[src/rtl/router_pkt_tx.sv]
// Packet source for the 1x3 router ingress: buffers one client packet, then streams
// header, payload and trailing parity byte back-to-back, honouring router busy stalls.
module router_pkt_tx #(
  parameter int MAX_LEN    = 63,
  parameter int GAP_CYCLES = 2
) (
  input  logic       clock,
  input  logic       resetn,
  input  logic       req_valid,
  input  logic [1:0] req_dest,
  input  logic [5:0] req_len,
  output logic       req_ready,
  output logic       req_err,
  input  logic [7:0] pl_data,
  input  logic       pl_valid,
  output logic       pl_ready,
  output logic       pkt_valid,
  output logic [7:0] data_in,
  input  logic       busy,
  output logic [7:0] tx_parity,
  output logic       tx_done
);

  // state   | meaning
  // IDLE    | waiting for a client request
  // LOAD    | collecting payload bytes into the buffer
  // HEADER  | driving {len,dest} to the router
  // PAYLOAD | driving buffered bytes to the router
  // PARITY  | driving XOR of header and payload, pkt_valid low
  // GAP     | forced idle cycles between packets
  localparam logic [2:0] S_IDLE    = 3'd0;
  localparam logic [2:0] S_LOAD    = 3'd1;
  localparam logic [2:0] S_HEADER  = 3'd2;
  localparam logic [2:0] S_PAYLOAD = 3'd3;
  localparam logic [2:0] S_PARITY  = 3'd4;
  localparam logic [2:0] S_GAP     = 3'd5;

  logic [2:0] state;
  logic [5:0] cnt;
  logic [5:0] len_q;
  logic [1:0] dest_q;
  logic [7:0] parity;
  logic [3:0] gap_cnt;
  logic [7:0] buffer [0:MAX_LEN-1];
  logic       req_legal;

  assign req_ready = (state == S_IDLE);
  assign pl_ready  = (state == S_LOAD);
  assign req_legal = (req_dest != 2'd3) && (req_len != 6'd0) && (int'(req_len) <= MAX_LEN);

  always_ff @(posedge clock)
    if (state == S_LOAD && pl_valid) buffer[cnt] <= pl_data;

  always_ff @(posedge clock or negedge resetn) begin
    if (!resetn) begin
      state     <= S_IDLE;
      cnt       <= 6'd0;
      len_q     <= 6'd0;
      dest_q    <= 2'd0;
      parity    <= 8'h00;
      gap_cnt   <= 4'd0;
      pkt_valid <= 1'b0;
      data_in   <= 8'h00;
      req_err   <= 1'b0;
      tx_done   <= 1'b0;
      tx_parity <= 8'h00;
    end else begin
      req_err <= 1'b0;
      tx_done <= 1'b0;
      case (state)
        S_IDLE: begin
          if (req_valid) begin
            if (req_legal) begin
              dest_q <= req_dest;
              len_q  <= req_len;
              cnt    <= 6'd0;
              parity <= 8'h00;
              state  <= S_LOAD;
            end else begin
              req_err <= 1'b1;
            end
          end
        end
        S_LOAD: begin
          if (pl_valid) begin
            if (cnt == len_q - 6'd1) begin
              state     <= S_HEADER;
              pkt_valid <= 1'b1;
              data_in   <= {len_q, dest_q};
              parity    <= {len_q, dest_q};
            end else begin
              cnt <= cnt + 6'd1;
            end
          end
        end
        S_HEADER: begin
          if (!busy) begin
            cnt     <= 6'd0;
            data_in <= buffer[0];
            state   <= S_PAYLOAD;
          end
        end
        S_PAYLOAD: begin
          // data_in holds the byte being taken, so fold it into parity on the take
          if (!busy) begin
            parity <= parity ^ data_in;
            if (cnt == len_q - 6'd1) begin
              pkt_valid <= 1'b0;
              data_in   <= parity ^ data_in;
              state     <= S_PARITY;
            end else begin
              cnt     <= cnt + 6'd1;
              data_in <= buffer[cnt + 6'd1];
            end
          end
        end
        S_PARITY: begin
          if (!busy) begin
            tx_parity <= data_in;
            tx_done   <= 1'b1;
            data_in   <= 8'h00;
            if (GAP_CYCLES == 0) begin
              state <= S_IDLE;
            end else begin
              gap_cnt <= 4'(GAP_CYCLES - 1);
              state   <= S_GAP;
            end
          end
        end
        S_GAP: begin
          if (gap_cnt == 4'd0) state <= S_IDLE;
          else gap_cnt <= gap_cnt - 4'd1;
        end
        default: state <= S_IDLE;
      endcase
    end
  end

endmodule
[config.mk]
export PLATFORM = sky130hd
export DESIGN_NAME = router_pkt_tx
export DESIGN_NICKNAME = d
export VERILOG_FILES = /design/src/rtl/router_pkt_tx.sv
export SDC_FILE = /design/constraint.sdc
export NUM_CORES = 1
export LEC_CHECK = 0
export CORE_UTILIZATION = 56
export DETAILED_ROUTE_END_ITERATION = 12
export GPL_ROUTABILITY_DRIVEN = 0
export PLACE_DENSITY = 0.77
export SETUP_SLACK_MARGIN = 0.3
export SYNTH_ARGS = -nofsm -noshare
export SYNTH_HDL_FRONTEND = slang
export SYNTH_SLANG_ARGS = --single-unit
[constraint.sdc]
create_clock -name clock -period 2.8 [get_ports clock]
set_input_delay 0.28 -clock clock [delete_from_list [all_inputs] [get_ports clock]]
set_output_delay 0.28 -clock clock [all_outputs]
set_load 0.05 [all_outputs]
## Word-level counts from Yosys, hierarchy flattened

Memory sizes are Yosys's and may differ from the RTL's.
Index checks and enable logic that the tools add are counted.

| storage, ports and cells | value |
|---|---|
| memory bits (writable) | 504 |
| output and inout port bits | 21 |
| memories kept | 1 |
| logic and storage cells | 95 |
| input port bits | 21 |
| bits in registers | 48 |

Memories:

| memory | depth | width | rd ports | clocked after memory_dff | wr ports | RTL line | text |
|---|---|---|---|---|---|---|---|
| buffer | 63 | 8 | 2 | 0 | 1 | 44 | `logic [7:0] buffer [0:MAX_LEN-1];` |

| operators by class | value |
|---|---|
| bitwise gates (word level) | 2 |
| reduce and logical (&&, ||, !) cells | 18 |
| equality and inequality tests | 17 |
| multiplexer cells | 43 |
| add/subtract/negate cells | 3 |

Operators with widths:

| cell | number |
|---|---|
| $mux 8 | 9 |
| $mux 6 | 6 |
| $pmux 8 s4 | 1 |
| $mux 3 | 9 |
| $pmux 6 s4 | 1 |
| $pmux 8 s3 | 1 |
| $ne 2x2->1 const B | 9 |
| $pmux 3 s6 | 1 |
| $reduce_and 6->1 | 3 |
| $mux 1 | 11 |
| $reduce_and 9->1 | 1 |
| $mux 4 | 2 |
| $pmux 4 s2 | 1 |
| $reduce_bool 4->1 | 2 |
| $xor 8x8->8 | 1 |
| $add 6x1->6 const B | 1 |
| $eq 3x2->1 const B | 2 |
| $eq 3x3->1 const B | 2 |
| $eq 6x6->1 | 1 |
| $reduce_and 3->1 | 2 |
| $reduce_bool 6->1 | 1 |
| $sub 6x1->6 const B | 1 |
| $reduce_and 5->1 | 1 |
| $logic_not 4->1 | 1 |
| 10 further kinds | 13 |

## Depth between registers and ports, before layout

Gate-level depths: netlist of the first run.

| depth | value |
|---|---|
| depth after elaboration | 5 |
| depth in mapped cells | 11 |
| depth with buffers taken out | 8 |

## Least setup slack after synthesis of the first run

Ideal clock, no wire load.

| timing | value |
|---|---|
| kind | register to register |
| from | register state[1] |
| to | register dest_q[0] |
| path slack | -37 ps |
| data required time | 2675 ps |
| buffers on the path | 1 |
| stages on the path, launching flop included | 5 |
| arrival | 2712 ps |
| cell sequence | dfrtp_1 -> clkbuf_1 -> nor3_1 -> nand3_1 -> mux2_2 |

| between the ends | value |
|---|---|
| longest elaborated chain between the ends | 2 |

Ends and longest elaborated chain:

| what | RTL line | text |
|---|---|---|
| start: declaration | 38 | `logic [2:0] state;` |
| start signal: assignment | 56 | `state <= S_IDLE;` |
| start signal: assignment | 78 | `state <= S_LOAD;` |
| start signal: assignment | 87 | `state <= S_HEADER;` |
| $logic_not 3->1 | -- |  |
| named net req_ready | 12 | `output logic req_ready,` |
| $reduce_and 3->1 (no source line) | -- |  |
| end signal: assignment | 74 | `dest_q <= req_dest;` |
| end: declaration | 41 | `logic [1:0] dest_q;` |

The timed path passes the listed nets, and every way through them passes these cells.
A chain may end at the register's enable or synchronous reset.

## Worst setup path in the final report of the first run

| timing | value |
|---|---|
| from | register cnt[0] |
| to | register data_in[7] |

| between the ends | value |
|---|---|
| longest elaborated chain between the ends | 5 |
| elaborated cells on any way between the ends | 8 |
| those cells by class | add/sub: 1; eq/ne: 2; mux: 3; reduce/logical: 1; memory: 1 |

Ends and longest elaborated chain:

| what | RTL line | text |
|---|---|---|
| start: declaration | 39 | `logic [5:0] cnt;` |
| start signal: assignment | 92 | `cnt <= cnt + 6'd1;` |
| start signal: assignment | 112 | `cnt <= cnt + 6'd1;` |
| $add 6x1->6 | 113 | `data_in <= buffer[cnt + 6'd1];` |
| $mem_v2 63x8 | -- |  |
| $mux 8 | 107 | `if (cnt == len_q - 6'd1) begin` |
| $mux 8 | 105 | `if (!busy) begin` |
| $pmux 8 s4 | 70 | `case (state)` |
| end signal: assignment | 99 | `data_in <= buffer[0];` |
| end signal: assignment | 109 | `data_in <= parity ^ data_in;` |
| end signal: assignment | 113 |  |
| end: declaration | 18 | `output logic [7:0] data_in,` |

Several ways; a longest one is shown, not always the timed one. The select of a mux whose other input is x is not followed.

==> results of run 1 <==
-- per-stage QoR --
step                utilization, %  instances  total power [W]  TNS, ps  hold slack [ps]
finish                       68.56       2040          0.02861        0            240.0
global route                 68.56       2040          0.02951        0            229.1
CTS                          67.54       2020          0.02753        0            218.7
detailed placement           61.96       1893          0.01929    -1171            495.2
global placement             61.96       1893          0.01913   -429.8            484.7
floorplan                        -       1277          0.01599        0           -15.59
-- routing by layer --
metal	up-vias	routed length [um]
li1	5433	-
met1	6700	21190
met2	850	26950
met3	135	5622
met4	2	1850
met5	-	13
-- registers in the layout, indices dropped and copies added (netlist names), 2 cells and up --
| name | flops |
|---|---|
| len_q | 6 |
| gap_cnt | 4 |
| tx_parity | 8 |
| data_in | 8 |
| cnt | 6 |
| dest_q | 2 |
| state | 3 |
| parity | 8 |
| buffer | 504 |
-- path summary, 6_finish.rpt --
kind / start / endpoint / cells past startpoint
setup / recovery: cnt[0] / data_in[7] / 8
hold / removal: pl_data[2] / buffer[35][2] / 1
setup reg to reg: cnt[0] / data_in[7] / 8
hold reg to reg: pkt_valid / pkt_valid / 2
max in group asynchronous: resetn / cnt[0] / 2
min in group asynchronous: resetn / len_q[3] / 2
-- area by class of cell --
class | instances | area share, %
clock inverter | 34 | 1.172
multi-input combinational | 641 | 21.87
clock buffer | 64 | 5.260
sequential | 552 | 60.96
tap | 518 | 2.418
inverter | 7 | 0.09802
timing repair buffer | 224 | 8.229
-- synthesized netlist by cell type (4+ instances only) --
cell,instances
edfxtp_1,504
nand2_1,139
mux4_2,126
nor2_1,107
dfrtp_1,48
nand3_1,47
o21ai_0,44
clkbuf_1,36
a21oi_1,23
xnor2_1,19
buf_4,16
mux2_2,16
buf_2,14
mux2i_1,12
nand4_1,10
a221o_1,9
buf_1,8
nor3b_1,8
inv_1,7
nand2b_1,6
o211ai_1,6
a221oi_1,5
a22o_1,5
nor2b_1,5
o31ai_1,5
xor2_1,5
a31oi_1,4
nand3b_1,4
-- power by group through the flow --
stage | Clock [W] | Combinational (W) | Sequential, W
after detailed placement | 0 | 0.00932 | 0.00997
final | 0.00712 | 0.0116 | 0.00985
after global routing | 0.00747 | 0.0122 | 0.00986
after CTS | 0.00717 | 0.0105 | 0.00981
after floorplan | 0 | 0.00597 | 0.0100
after global placement | 0 | 0.00917 | 0.00996
-- kinds of logic after synthesis --
kind of cell / Yosys count / synth area share (%)
simple gates: 341 / 6.621
xor+xnor: 25 / 1.010
buf+inv: 84 / 1.796
compound gates: 116 / 3.358
mux: 156 / 14.22
fa+ha+maj: 3 / 0.1674
flops: 552 / 72.82
-- timing repair --
item	in CTS	in global routing
setup endpoints to repair	23	82
buffers inserted	22	15
pin swaps	5	41
resized for setup	23	62
gates cloned	5	5
hold buffers	2	0
hold endpoints to repair	55	0
==> impl_metrics.py, run 1 <==
metrics = {
    "outcome": {
        "outcome": "complete, no violations",
    },
    "timing": {
        "rsz0062_at_grt": "true",
        "max_freq_mhz": 378.7,
        "fin_skew_ps": 24.51,
        "worst_pin_slew_ps": 1200,
        "fin_crit_sh_pct": 94.31,
        "slew_violations": 0,
        "final.min_clock_period_ps": 2641,
        "hold_viol": 0,
        "finalSetupViolCount": 0,
        "relSlewSlack_pct": 20.00,
        "fin_ws_ps": 159.2,
    },
    "final_layout": {
        "synthToLayoutAreaGrowth_pct": 19.51,
        "mostFrequentLayoutCells": "edfxtp_1, buf_4, nand2_1, mux4_2, nor2_1",
        "antenna_cells": 0,
        "multiInputGateArea_um2": 5862,
        "final_common_cell": "edfxtp_1",
        "drive_above_1_share_pct": 29.70,
        "fillerInstances": 2389,
        "fin_nets": 1503,
        "postLayoutCellArea_um2": 26810,
        "regArea_um2": 16340,
    },
    "synth": {
        "seq_area_frac_synth_pct": 72.82,
        "yosysUniqueCellTypes": 52,
        "synth_nets": 1301,
        "synth_edf_count": 504,
        "async_flop_share_pct": 8.696,
        "synth.area.top_cells": "edfxtp_1, mux4_2, dfrtp_1, nand2_1, nor2_1",
        "yosysTopAreaCellShare_pct": 67.47,
        "dominantRegCellSynth": "edfxtp_1",
        "synth_area_um2": 22430,
        "synth_cells": 1277,
        "synth_top_area_cell": "edfxtp_1",
        "yosys_warnings": 0,
        "syn_area_per_cell_um2": 17.57,
        "synth-seq-cells": 552,
    },
    "routing": {
        "first_pass_iters": 9,
        "drtIter0Drc": 1533,
        "wire_per_inst_um": 27.27,
        "drc": 0,
        "ant_nets": 0,
        "wirelength_um": 55630,
        "num_vias": 13120,
        "avgViaCountPerCell": 6.431,
    },
    "critical_path": {
        "cp-start-kind": "flip-flop",
        "cpPeakStageDelay_ps": 520,
        "critical_path.cell_chain": "ha_4 > buf_12 > buf_12 > mux4_2 > mux4_2 > mux2i_1 > nand2_1 > a221o_1",
        "cp_slowest_cell": "mux4_2",
        "crit_fanout": 5,
        "crit_family": "multiplexers",
        "required_ps": 3290,
        "ff2ff_setup_slack_ps": 160,
        "worst_ep_arrival_time_ps": 3130,
        "cp-end-kind": "flip-flop",
        "path_buf_inv": 2,
        "path_class": "flip-flop to flip-flop",
    },
    "floorplanning": {
        "rows": 72,
        "die_y_um": 202.1,
        "fp.dieW_um": 202.1,
        "io_pins": 42,
        "coreArea_um2": 39100,
        "initial_utilization_pct": 57.37,
        "die-area_um2": 40860,
    },
    "global_route": {
        "use_met2_pct": 43.83,
        "met3_usage_pct": 5.289,
        "grt_usage_pct": 27.40,
        "grt_pass1_vias": 12900,
        "grt-ovfl-total": 0,
        "busiest_layer": "met2",
        "gr-usage-met1_pct": 38.40,
        "grt_antenna_before_repair": 1,
        "grt_max_degree": 64,
        "grt_pass1_wl_um": 82070,
    },
    "hold_path": {
        "hp-class": "input pin to flip-flop",
    },
    "placement": {
        "hpwl_um": 32450,
        "place_area_um2": 24220,
        "io_buffers": 41,
        "pre_cts_ws_ps": -186.9,
    },
    "pwr": {
        "p_sw_share_pct": 33.58,
        "p_sw_w": 0.009608,
        "power_density_nw_per_um2": 1067,
        "p_seq_share_pct": 34.4,
        "peakVddDrop_mv": 0.5952,
        "internal_power_w": 0.01901,
        "power.share.clock_pct": 24.9,
        "combinationalPowerShare_pct": 40.7,
        "power_leakage_nw": 9.117,
    },
    "clock_network": {
        "cts.clk_slew.worst_paths_ps": 60,
        "clockBufferDepth": 3,
        "clock-root-buffer": "clkbuf_16",
        "cts_tree": "built",
        "clock-sinks": 552,
        "htree_levels": 2,
        "cts-buffers-inserted": 53,
        "clock_latency_ps": 600,
    },
    "job": {
        "drv_cap": 0,
    },
}
(Power assumes the default switching activity.)
==> inputs of run 2 (changes only) <==
- CORE_MARGIN: not set -> 2
==> impl_metrics.py, run 2 (synthesis results as in run 1) <==
metrics = {
    "outcome": {
        "outcome": "complete, no violations",
    },
    "timing": {
        "slew_violations": 0,
        "hold_viol": 0,
        "max_freq_mhz": 367.5,
        "fin_skew_ps": 13.77,
        "final.min_clock_period_ps": 2721,
        "relSlewSlack_pct": 37.59,
        "hold_slack_ps": 190.0,
        "worst_pin_slew_ps": 936.2,
        "rsz0062_at_grt": "true",
        "fin_crit_sh_pct": 97.18,
        "finalSetupViolCount": 0,
    },
    "global_route": {
        "grt_pass1_wl_um": 81190,
        "grt-ovfl-total": 0,
        "grt_max_degree": 42,
        "grt_antenna_before_repair": 0,
        "grt_usage_pct": 26.62,
        "grt_pass1_vias": 12800,
    },
    "routing": {
        "wirelength_um": 54790,
        "drc": 0,
        "drtIter0Drc": 1876,
        "first_pass_iters": 6,
        "ant_nets": 0,
        "avgViaCountPerCell": 6.400,
        "wire_per_inst_um": 26.90,
        "num_vias": 13040,
    },
    "clock_network": {
        "cts_tree": "built",
        "cts.clk_slew.worst_paths_ps": 60,
        "cts-buffers-inserted": 52,
        "clock_latency_ps": 580,
        "clockBufferDepth": 3,
        "clock-root-buffer": "clkbuf_16",
        "clock-sinks": 552,
        "htree_levels": 2,
    },
    "floorplanning": {
        "rows": 73,
        "die-area_um2": 41670,
        "io_pins": 42,
        "initial_utilization_pct": 56.59,
        "die_y_um": 204.1,
        "fp.dieW_um": 204.1,
        "coreArea_um2": 39640,
    },
    "placement": {
        "io_buffers": 41,
        "place_area_um2": 24330,
        "numPlacedInstances": 1905,
        "hpwl_um": 34220,
    },
    "final_layout": {
        "synthToLayoutAreaGrowth_pct": 18.69,
        "drive_above_1_share_pct": 29.70,
        "antenna_cells": 0,
        "final_common_cell": "edfxtp_1",
        "postLayoutCellArea_um2": 26620,
        "top_register": "buffer",
        "mostFrequentLayoutCells": "edfxtp_1, buf_4, nand2_1",
        "largest_reg_flops": 504,
        "fin_nets": 1498,
        "final_cells": 2037,
    },
    "critical_path": {
        "path_class": "flip-flop to flip-flop",
        "crit_fanout": 5,
        "required_ps": 3260,
        "cp-end-kind": "flip-flop",
        "ff2ff_setup_slack_ps": 80,
        "worst_ep_arrival_time_ps": 3180,
        "cp-start-kind": "flip-flop",
    },
    "pwr": {
        "peakVddDrop_mv": 0.4923,
        "power_density_nw_per_um2": 1042,
        "power_leakage_nw": 8.970,
        "totalPowerFinal_w": 0.02775,
    },
    "hold_path": {
        "hp-class": "input pin to flip-flop",
    },
    "job": {
        "drv_cap": 0,
    },
}
==> run 2: cell count changes in the layout (fill, tap and decap cells not counted), moves of 6 or more <==
cell	previous run	this run
buf_12	12	18
o21ai_0	24	34
nand2_2	11	2
nand2_1	128	136
o21ai_1	19	7
clkbuf_16	59	53
nor2_1	105	99
==> run 2: area by class of cell <==
cell class | count | area, um^2
Sequential cell | 552 | 16340
Fill cell | 2492 | 13020
Clock inverter | 31 | 256.5
Inverter | 7 | 26.28
Tap cell | 525 | 656.9
Clock buffer | 61 | 1356
Multi-Input combinational cell | 641 | 5887
Timing Repair Buffer | 220 | 2097
==> run 2: metrics by stage <==
| stage | setup TNS, ps | setup slack (ps) | util [%] |
|---|---|---|---|
| finish | 0 | 79.00 | 67.16 |
| global placement | -416.2 | -127.8 | 61.39 |
| detailed placement | -381.6 | -107.3 | 61.39 |
| CTS | 0 | 79.11 | 66.35 |
| floorplan | 0 | 339.3 | - |
| global route | 0 | 30.70 | 67.16 |
==> run 2: critical path, cell delays in order (launching register included) <==
cell     delay [ps]
dfrtp_4         520
ha_4            270
buf_12          150
buf_12          130
buf_4           120
mux4_2          310
mux4_2          510
mux2i_1         210
nand2_1         100
a221o_1         290
==> run 2: worst paths after layout <==
| check | start | end | cells past startpoint |
|---|---|---|---|
| worst min register to register | gap_cnt[0] | gap_cnt[0] | 1 |
| min in group asynchronous | resetn | req_err | 2 |
| max in group asynchronous | resetn | cnt[0] | 2 |
| worst max register to register | cnt[0] | data_in[3] | 9 |
| worst min-delay path | pl_data[6] | buffer[15][6] | 1 |
| worst max-delay path | cnt[0] | data_in[3] | 9 |
==> run 2: routing by layer <==
metal  GRT usage (%)  routed length, um
met1           37.52              20840
met2           42.53              26500
met3           4.959               5489
met4           9.006               1959
met5               0                  0
==> run 2: where the power goes <==
group          internal (W)  switching, W  leakage [nW]  total [W]
registers           0.00940      0.000501          5.14    0.00990
logic               0.00524       0.00588          3.05     0.0111
clock network       0.00381       0.00291         0.778    0.00673
total                0.0184       0.00930          8.97     0.0277
==> run 2: what timing repair did <==
action,CTS,global route
hold buffers,1,0
endpoints found under the hold margin,40,0
setup endpoints to repair,17,248
setup buffers,14,20
resized for setup,27,44
pin swaps,8,14
cloned,4,1
==> inputs of run 3 (changes only) <==
- CORE_MARGIN: 2 -> not set
==> results of run 3 <==
Final layout, timing and power as in run 1 (identical DEF).
